`src/rtl/ulpi_pkg.sv`:
```
// Shared definitions for the ULPI register-access controller: FSM states,
// TXCMD prefixes and the NOOP bus value.
package ulpi_pkg;

  typedef enum logic [2:0] {
    ST_IDLE,
    ST_TXCMD,
    ST_WDATA,
    ST_STP,
    ST_RD_TURN,
    ST_RD_DATA,
    ST_ABORT
  } state_e;

  localparam logic [1:0] TXCMD_REGW = 2'b10;
  localparam logic [1:0] TXCMD_REGR = 2'b11;
  localparam logic [7:0] ULPI_NOOP  = 8'h00;

  function automatic logic [7:0] regCmd(input logic isWrite, input logic [5:0] addr);
    return {(isWrite ? TXCMD_REGW : TXCMD_REGR), addr};
  endfunction

endpackage

```
`src/rtl/ulpi_rr_arb.sv`:
```
// Two-way round-robin arbiter; the pointer names the preferred requester and
// moves past the served one only when a transaction completes.
module ulpi_rr_arb
  import ulpi_pkg::*;
(
  input  logic       clk,
  input  logic       reset,
  input  logic [1:0] req_i,
  input  logic       advance_i,
  input  logic       served_i,
  output logic       valid_o,
  output logic       grant_o
);

  logic ptr_q, ptr_d;

  always_comb begin
    valid_o = |req_i;
    grant_o = req_i[ptr_q] ? ptr_q : ~ptr_q;
    ptr_d   = ptr_q;
    if (advance_i) begin
      ptr_d = ~served_i;
    end
  end

  always_ff @(posedge clk) begin
    if (reset) begin
      ptr_q <= 1'b0;
    end else begin
      ptr_q <= ptr_d;
    end
  end

endmodule

```
`src/rtl/ulpi_reg_ctrl.sv`:
```
// ULPI link-side register read/write controller for two requesters, with
// RX-preemption retry and a no-progress watchdog.
module ulpi_reg_ctrl
  import ulpi_pkg::*;
#(
  parameter int unsigned TIMEOUT = 16
) (
  input  logic       clk,
  input  logic       reset,
  input  logic       ulpi_dir,
  input  logic       ulpi_nxt,
  input  logic [7:0] ulpi_data_in,
  output logic [7:0] ulpi_data_out,
  output logic       ulpi_data_oe,
  output logic       ulpi_stp,
  input  logic [1:0] req,
  input  logic [1:0] we,
  input  logic [5:0] addr0,
  input  logic [5:0] addr1,
  input  logic [7:0] wdata0,
  input  logic [7:0] wdata1,
  output logic [1:0] done,
  output logic       err,
  output logic [7:0] rdata
);

  localparam int WdW = $clog2(TIMEOUT + 1);

  state_e           state_q, state_d;
  logic             dir_q;
  logic [WdW-1:0]   wd_q, wd_d;
  logic             grant_q, grant_d;
  logic             cmdWe_q, cmdWe_d;
  logic [5:0]       cmdAddr_q, cmdAddr_d;
  logic [7:0]       cmdWdata_q, cmdWdata_d;
  logic [7:0]       rdata_q, rdata_d;
  logic [1:0]       done_q, done_d;
  logic             err_q, err_d;
  logic             arbValid, arbGrant, advance, finish, timedOut;

  ulpi_rr_arb uArb (
    .clk       (clk),
    .reset     (reset),
    .req_i     (req),
    .advance_i (advance),
    .served_i  (grant_q),
    .valid_o   (arbValid),
    .grant_o   (arbGrant)
  );

  // A new grant waits out the done cycle so the just-served requester can drop req.
  always_comb begin
    state_d    = state_q;
    grant_d    = grant_q;
    cmdWe_d    = cmdWe_q;
    cmdAddr_d  = cmdAddr_q;
    cmdWdata_d = cmdWdata_q;
    rdata_d    = rdata_q;
    done_d     = 2'b00;
    err_d      = 1'b0;
    advance    = 1'b0;
    finish     = 1'b0;
    timedOut   = (wd_q == WdW'(TIMEOUT - 1));

    case (state_q)
      ST_IDLE: begin
        if (arbValid && !ulpi_dir && !dir_q && (done_q == 2'b00)) begin
          state_d    = ST_TXCMD;
          grant_d    = arbGrant;
          cmdWe_d    = we[arbGrant];
          cmdAddr_d  = arbGrant ? addr1 : addr0;
          cmdWdata_d = arbGrant ? wdata1 : wdata0;
        end
      end
      ST_TXCMD: begin
        if (ulpi_dir) begin
          state_d = ST_ABORT;
        end else if (ulpi_nxt) begin
          state_d = cmdWe_q ? ST_WDATA : ST_RD_TURN;
        end else if (timedOut) begin
          finish = 1'b1;
          err_d  = 1'b1;
        end
      end
      ST_WDATA: begin
        if (ulpi_dir) begin
          state_d = ST_ABORT;
        end else if (ulpi_nxt) begin
          state_d = ST_STP;
        end else if (timedOut) begin
          finish = 1'b1;
          err_d  = 1'b1;
        end
      end
      ST_STP: begin
        finish = 1'b1;
      end
      ST_RD_TURN: begin
        if (ulpi_dir && ulpi_nxt) begin
          state_d = ST_ABORT;
        end else if (ulpi_dir) begin
          state_d = ST_RD_DATA;
        end else if (timedOut) begin
          finish = 1'b1;
          err_d  = 1'b1;
        end
      end
      ST_RD_DATA: begin
        rdata_d = ulpi_data_in;
        finish  = 1'b1;
      end
      ST_ABORT: begin
        if (!ulpi_dir && !dir_q) begin
          state_d = ST_TXCMD;
        end
      end
      default: begin
        state_d = ST_IDLE;
      end
    endcase

    if (finish) begin
      state_d = ST_IDLE;
      done_d  = grant_q ? 2'b10 : 2'b01;
      advance = 1'b1;
    end

    // PHY-owned bus time in ABORT must not count towards the watchdog.
    if ((state_d != state_q) || ((state_q == ST_ABORT) && ulpi_dir)) begin
      wd_d = '0;
    end else if (wd_q != WdW'(TIMEOUT)) begin
      wd_d = wd_q + 1'b1;
    end else begin
      wd_d = wd_q;
    end
  end

  always_ff @(posedge clk) begin
    if (reset) begin
      state_q    <= ST_IDLE;
      dir_q      <= 1'b0;
      wd_q       <= '0;
      grant_q    <= 1'b0;
      cmdWe_q    <= 1'b0;
      cmdAddr_q  <= 6'h00;
      cmdWdata_q <= 8'h00;
      rdata_q    <= 8'h00;
      done_q     <= 2'b00;
      err_q      <= 1'b0;
    end else begin
      state_q    <= state_d;
      dir_q      <= ulpi_dir;
      wd_q       <= wd_d;
      grant_q    <= grant_d;
      cmdWe_q    <= cmdWe_d;
      cmdAddr_q  <= cmdAddr_d;
      cmdWdata_q <= cmdWdata_d;
      rdata_q    <= rdata_d;
      done_q     <= done_d;
      err_q      <= err_d;
    end
  end

  always_comb begin
    ulpi_data_oe = !ulpi_dir && !dir_q;
    ulpi_stp     = (state_q == ST_STP);
    case (state_q)
      ST_TXCMD: ulpi_data_out = regCmd(cmdWe_q, cmdAddr_q);
      ST_WDATA: ulpi_data_out = cmdWdata_q;
      default:  ulpi_data_out = ULPI_NOOP;
    endcase
  end

  assign done  = done_q;
  assign err   = err_q;
  assign rdata = rdata_q;

endmodule

```
`config.mk`:
```
export PLATFORM = sky130hd
export DESIGN_NAME = ulpi_reg_ctrl
export DESIGN_NICKNAME = d
export VERILOG_FILES = /design/src/rtl/ulpi_pkg.sv /design/src/rtl/ulpi_rr_arb.sv /design/src/rtl/ulpi_reg_ctrl.sv
export SDC_FILE = /design/constraint.sdc
export NUM_CORES = 1
export LEC_CHECK = 0
export ABC_CLOCK_PERIOD_IN_PS = 2100
export CORE_UTILIZATION = 30
export CTS_BUF_LIST = sky130_fd_sc_hd__clkbuf_8 sky130_fd_sc_hd__clkbuf_16
export DETAILED_ROUTE_END_ITERATION = 8
export GPL_TIMING_DRIVEN = 0
export PLACE_DENSITY = 0.62
export SLEW_MARGIN = 20
export SYNTH_ARGS = -nofsm -noshare
export SYNTH_HDL_FRONTEND = slang
export SYNTH_SLANG_ARGS = --single-unit
```
`constraint.sdc`:
```
create_clock -name clk -period 2.1 [get_ports clk]
set_input_delay 0.42 -clock clk [delete_from_list [all_inputs] [get_ports clk]]
set_output_delay 0.42 -clock clk [all_outputs]
set_load 0.05 [all_outputs]
```
* Word-level counts from Yosys, hierarchy flattened
Index checks and enable logic that the tools add are counted.
Word-level totals: register bits 37, input port bits 44, output and inout bits 21, word-level logic and storage cells 72
Operators by class: add/sub/neg operators 1, $lt $le $gt $ge 2, eq/ne operators 9, multiplexer cells 29, bitwise gates (word level) 3, reductions and logical operators 17
Operators with widths (number):
- 3-bit 2-to-1 mux | 10
- 3-bit one-hot mux with 6 select lines | 1
- 8-bit one-hot mux with 2 select lines | 1
- 1-bit 2-to-1 mux | 12
- 2-bit OR reduction | 5
- 3-bit == test (second input constant) | 3
- 8-bit 2-to-1 mux | 1
- 3-bit by 2-bit == test with 1-bit output (second input constant) | 2
- 1-bit logical AND | 6
- 6-bit 2-to-1 mux | 1
- 5-bit by 1-bit adder with 5-bit output (second input constant) | 1
- 5-bit by 4-bit == test with 1-bit output (second input constant) | 1
- 5-bit inequality test (second input constant) | 1
- 1-bit by 2-bit less-than comparator with 1-bit output (second input constant) | 2
- 3-bit by 1-bit == test with 1-bit output (second input constant) | 1
- 3-bit zero test | 1
- 3-bit inequality test | 1
- 1-bit NOT | 3
- 1-bit one-hot mux with 3 select lines | 1
- 1-bit zero test | 2
- 2-bit zero test | 1
- 2-bit 2-to-1 mux | 1
- 1-bit one-hot mux with 2 select lines | 1
- 2-bit AND reduction | 1
- 1-bit logical OR | 1

* Longest topological paths before layout
depth after elaboration 10, depth in mapped cells 8, mapped depth without buffers 8

* Hierarchy
From an unflattened synthesis, not the netlist that was laid out.
Second synthesis, totals: cell total of the unflattened synthesis 224, area total of the unflattened synthesis 1933.1 sq um
Modules (own cells, without submodules):
- ulpi_reg_ctrl | times used 1, cells each 218, area each 1876.8 sq um, seq. area each 720.7 sq um
- ulpi_rr_arb | times used 1, cells each 6, area each 56.3 sq um, seq. area each 20.0 sq um

* Worst setup path before layout
No wires, ideal clock.
kind register to output, start register state_q[1], end output ulpi_data_out[0], arrival time 1.772 ns, data required time 1.680 ns, path slack -0.092 ns, stages on the path, launching flop included 7, buffers on the path 3, cells stage by stage dfxtp_1 -> buf_2 -> buf_4 -> nor2_2 -> buf_2 -> a22oi_1 -> nor2_1
On the way: word-level cells in the longest chain between the ends 2, elaborated cells on any way between the ends 3, those cells by class eq/ne: 2; mux: 1
RTL lines:
- start, declared | RTL line ulpi_reg_ctrl.sv:29 | state_e state_q, state_d;
- start signal, assigned | RTL line ulpi_reg_ctrl.sv:151 | state_q <= state_d;
- 3-bit by 2-bit == test with 1-bit output / 3-bit by 1-bit == test with 1-bit output (equally long branches) | RTL line ulpi_reg_ctrl.sv:167 | case (state_q)
- 8-bit one-hot mux with 2 select lines (*) | RTL line ulpi_reg_ctrl.sv:167
- end, declared | RTL line ulpi_reg_ctrl.sv:13 | output logic [7:0] ulpi_data_out,
Mark *: on every way between the ends. The rest lies on a longest branch, timed or not.

* Final worst setup path
start register wd_q[1], end register wd_q[2]
On the way: word-level cells in the longest chain between the ends 9, elaborated cells on any way between the ends 13, those cells by class add/sub: 1; eq/ne: 3; mux: 7; reduce/logical: 2
RTL lines:
- start, declared | RTL line ulpi_reg_ctrl.sv:31 | logic [WdW-1:0] wd_q, wd_d;
- start signal, assigned | RTL line ulpi_reg_ctrl.sv:153 | wd_q <= wd_d;
- 5-bit by 4-bit == test with 1-bit output | RTL line ulpi_reg_ctrl.sv:63 | timedOut = (wd_q == WdW'(TIMEOUT - 1));
- 1-bit 2-to-1 mux | RTL line ulpi_reg_ctrl.sv:80, ulpi_reg_ctrl.sv:90, ulpi_reg_ctrl.sv:103
- 1-bit 2-to-1 mux, on equally long branches | RTL line ulpi_reg_ctrl.sv:101, ulpi_reg_ctrl.sv:88
- 1-bit 2-to-1 mux, on equally long branches | RTL line ulpi_reg_ctrl.sv:99, ulpi_reg_ctrl.sv:76
- 1-bit one-hot mux with 3 select lines | RTL line ulpi_reg_ctrl.sv:65 | case (state_q)
- 3-bit 2-to-1 mux | RTL line ulpi_reg_ctrl.sv:122 | if (finish) begin
- 3-bit inequality test | RTL line ulpi_reg_ctrl.sv:129 | if ((state_d != state_q) || ((state_q == ST_ABORT) && ulpi_dir)) begin
- 1-bit logical OR | RTL line ulpi_reg_ctrl.sv:129
- 2-bit OR reduction (no line)
Several ways; a longest one is shown, not always the timed one. A chain may end at the register's enable or synchronous reset.

==> key figures <==
Critical path
  • CP arrival: between 2 and 2.5 ns
  • Data required time at the worst endpoint: between 2 and 2.5 ns
  • End of the worst register-to-register path: wd_q[2]$_SDFFE_PP0P_
  • WS Path Type: reg2reg
  • Critical Path End Type: flop
  • Register-to-register setup slack: 0.08 ns
  • Startpoint of the lowest-slack register-to-register path: wd_q[1]$_SDFFE_PP0P_
  • Number of cells on the worst reg-to-reg path: 7
  • Category of the worst setup path launch point: flop
  • Critical path fanouts, max: 5

STA
  • Number of hold violations in the final report: 0
  • Share of the clock period used by the worst path: 0.963
  • Fmax: just under 500 MHz
  • Worst-Margin Slew: roughly 0.53 ns
  • Slew Limit Fails: 0
  • Final setup violating endpoints: 0
  • Shortest period the worst path allows: roughly 2.0 ns
  • Worst Setup Slack, final: ~0.08 ns
  • RSZ-0062 raised after global routing: yes
  • Setup Skew: approximately 0.0080 ns
  • Slew headroom: 0.650
  • Post-Route Setup TNS: 0 ns
  • Worst hold margin: about 0.43 ns

Routing
  • Detailed router's first-iteration violation count: 119
  • Total DRC errors in the routed layout: 0
  • DRT Pass-1 Iters: 4
  • Number of vias in the routed layout: approximately 1900
  • Antenna-violating nets left: 0
  • Routed WL per cell: about 14 um
  • Wire length reported by the detailed router: 5.12 mm
  • Via density per instance: ~5.0

Place
  • Final HPWL from detailed placement: 3.72 mm
  • Instance count after placement with tap cells included: roughly 370
  • Routability-driven placement congestion ratio: between 0.7 and 0.8
  • Number of I/O port buffers: between 60 and 70
  • Worst setup timing slack at the placement stage: -0.576 ns

Synth
  • Cell area after technology mapping: 0.00198 mm2
  • Mean cell area of the mapped netlist: around 8.6 um2
  • Flop and latch count out of synthesis: 37
  • Cell count after synthesis: 230
  • Distinct cell type count of the synthesized netlist: 41
  • Count of synthesis-stage warnings from yosys: 0
  • Sequential fraction of the synthesis area: 0.374
  • Post-Syn Nets: about 280

GRT
  • Global-route wire length before repair: about 8.2 mm
  • Number of antenna violations at the first check in global routing: 0
  • Maximum number of pins on one net before global-route repair: 20
  • Gr ovfl total: 0
  • Global-route total usage across every layer: 0.149
  • Number of global-route vias before repair: around 1700

Die
  • Die Span Y: 83.3 um
  • Initial core utilization: 0.312
  • Die width: approximately 83 um
  • Cell Rows: 29
  • Die outline area: 0.00694 mm2
  • Floorplan core area: roughly 0.0063 mm2
  • Number of top-level pins: 65

Power and ir drop
  • Pwr/cell area: 973 mW/mm2
  • Leakage power of the design: between 1 and 1.5 nW
  • Final Power: 0.00279 W
  • Worst VDD drop: around 0.33 mV

Layout
  • Fill cell count: between 600 and 700
  • Number of nets in the layout: approximately 350
  • Most frequent cells in the layout: sky130_fd_sc_hd__clkdlybuf4s50_1 (52), sky130_fd_sc_hd__dfxtp_1 (35), sky130_fd_sc_hd__nor2_1 (23), sky130_fd_sc_hd__a21oi_1 (19), sky130_fd_sc_hd__mux2i_1 (17)
  • Inserted Diodes: 0
  • Commonest non-fill, non-tap cell in the layout: sky130_fd_sc_hd__clkdlybuf4s50_1
  • Fraction of layout instances using a drive strength above 1: 0.187
  • Non-Filler Instances: about 380
  • Area growth from synthesis to layout: 44.5%

Clocking
  • CTS tree: yes
  • Source-to-sink clock delay at the later pin of the worst-skew pair: about 0.29 ns
  • Maximum clock insertion buffer count: 2
  • Clock input transition at the sequential cells of the worst setup and hold paths: about 0.07 ns
  • Total clock buffers created by CTS: 5
  • Root Buffer: sky130_fd_sc_hd__clkbuf_8
  • Number of clock sinks: 37
  • Level count of the clock H-tree: 2

Min path
  • Hold depth: 3
  • Class of the tightest hold or removal check: in2reg
  • Worst-case hold path end point: dir_q$_SDFF_PP0_
  • Startpoint of the tightest hold check path: ulpi_dir

Flow run
  • Maxcap violations: 0

Status
  • Run status: finished, final reports clean
[where the power goes]
group	internal [W]	total, W	switching [W]	leakage (nW)
Clock	0.000255	0.000499	0.000243	0.0485
Sequential	0.000830	0.000910	0.0000804	0.303
Combinational	0.000574	0.00138	0.000804	0.721
Total	0.00166	0.00279	0.00113	1.07
[layout make-up]
cell class                      count  area, um2  share of cell area
Clock inverter                      1       3.75             0.00131
Sequential cell                    37        743               0.259
Timing Repair Buffer               63        621               0.217
Buffer                             17        126              0.0441
Inverter                            8       30.0              0.0105
Multi-Input combinational cell    167       1160               0.406
Tap cell                           77       96.3              0.0336
Clock buffer                        6       82.6              0.0288
[metrics by stage]
step / instance area [um2] / utilization
final: 2870 / 0.451
after global routing: 2870 / 0.451
after CTS: 2810 / 0.442
after detailed placement: 2720 / 0.428
after global placement: 2720 / 0.428
after floorplan: 2000 / -
[metal layers]
layer	track usage	routed length (um)	vias up
li1	-	-	960
met3	0.0427	329	7
met2	0.234	2390	53
met4	0.0611	80	0
met1	0.192	2320	845
met5	0	0	-
[worst max path at each step]
stage,cells past startpoint,from,end,slack (ns)
floorplan,5,state_q[2]$_SDFF_PP0_,ulpi_data_out[6],0.05
global placement,7,state_q[1]$_SDFF_PP0_,ulpi_data_out[1],-0.58
detailed placement,7,state_q[1]$_SDFF_PP0_,ulpi_data_out[2],-0.58
CTS,6,state_q[1]$_SDFF_PP0_,ulpi_data_out[6],0.008
global route,6,state_q[1]$_SDFF_PP0_,ulpi_data_out[6],-0.01
finish,7,wd_q[1]$_SDFFE_PP0P_,wd_q[2]$_SDFFE_PP0P_,0.08
[synthesized netlist by cell type, drive strengths merged]
master / count / area (um2)
xor2: 1 / 8.76
nand3: 9 / 45.0
nor2b: 2 / 12.5
o311a: 1 / 21.3
nor3b: 3 / 22.5
o32ai: 1 / 8.76
o311ai: 1 / 8.76
a211oi: 16 / 120
a31o: 1 / 8.76
inv: 8 / 30.0
or3: 5 / 31.3
mux2i: 20 / 213
nand2b: 4 / 25.0
o211ai: 1 / 7.51
o21ai: 5 / 25.0
nand2: 14 / 52.6
clkbuf: 3 / 11.3
ha: 3 / 37.5
o21a: 1 / 7.51
nor2: 32 / 125
o32a: 1 / 10.0
dfxtp: 37 / 741
a22oi: 6 / 45.0
buf: 15 / 97.6
nor3: 11 / 75.1
nand4: 2 / 12.5
nor4b: 1 / 23.8
a211o: 2 / 17.5
a21oi: 19 / 95.1
and3: 1 / 6.26
o2111ai: 1 / 8.76
xnor2: 2 / 17.5
or4: 1 / 11.3
[state kept, by name, indices dropped and copies added, names as in the netlist]
signal,flops
cmdWe_q,1
grant_q,1
done,2
state_q,3
wd_q,5
uArb.ptr_q,1
cmdAddr_q,6
dir_q,1
cmdWdata_q,8
err,1
rdata,8
[worst max-delay path, stage by stage, from the launching register on]
cell and delay, ns:
sky130_fd_sc_hd__dfxtp_2 0.35, sky130_fd_sc_hd__ha_4 0.16, sky130_fd_sc_hd__and3_1 0.18, sky130_fd_sc_hd__ha_2 0.17
sky130_fd_sc_hd__nor3b_1 0.15, sky130_fd_sc_hd__o311a_4 0.33, sky130_fd_sc_hd__or4_4 0.51, sky130_fd_sc_hd__nor3_2 0.10
[logic make-up (layout without fill, tap and decap cells)]
kind of cell | Yosys count | in the layout | share of synthesized area
buf+inv | 26 | 95 | 0.0700
mux | 20 | 20 | 0.107
flops | 37 | 37 | 0.374
fa+ha+maj | 3 | 3 | 0.0189
simple gates | 85 | 85 | 0.223
xor+xnor | 3 | 3 | 0.0133
compound gates | 56 | 56 | 0.194
[timing repair]
action | 4_1_cts | 5_1_grt
gates resized for setup | 61 | 18
buffers inserted | 1 | 0
pin swaps | 1 | 0
endpoints found under the setup margin | 14 | 14
hold buffers | 0 | 0
No activity file was read; power rests on OpenSTA's default activity.
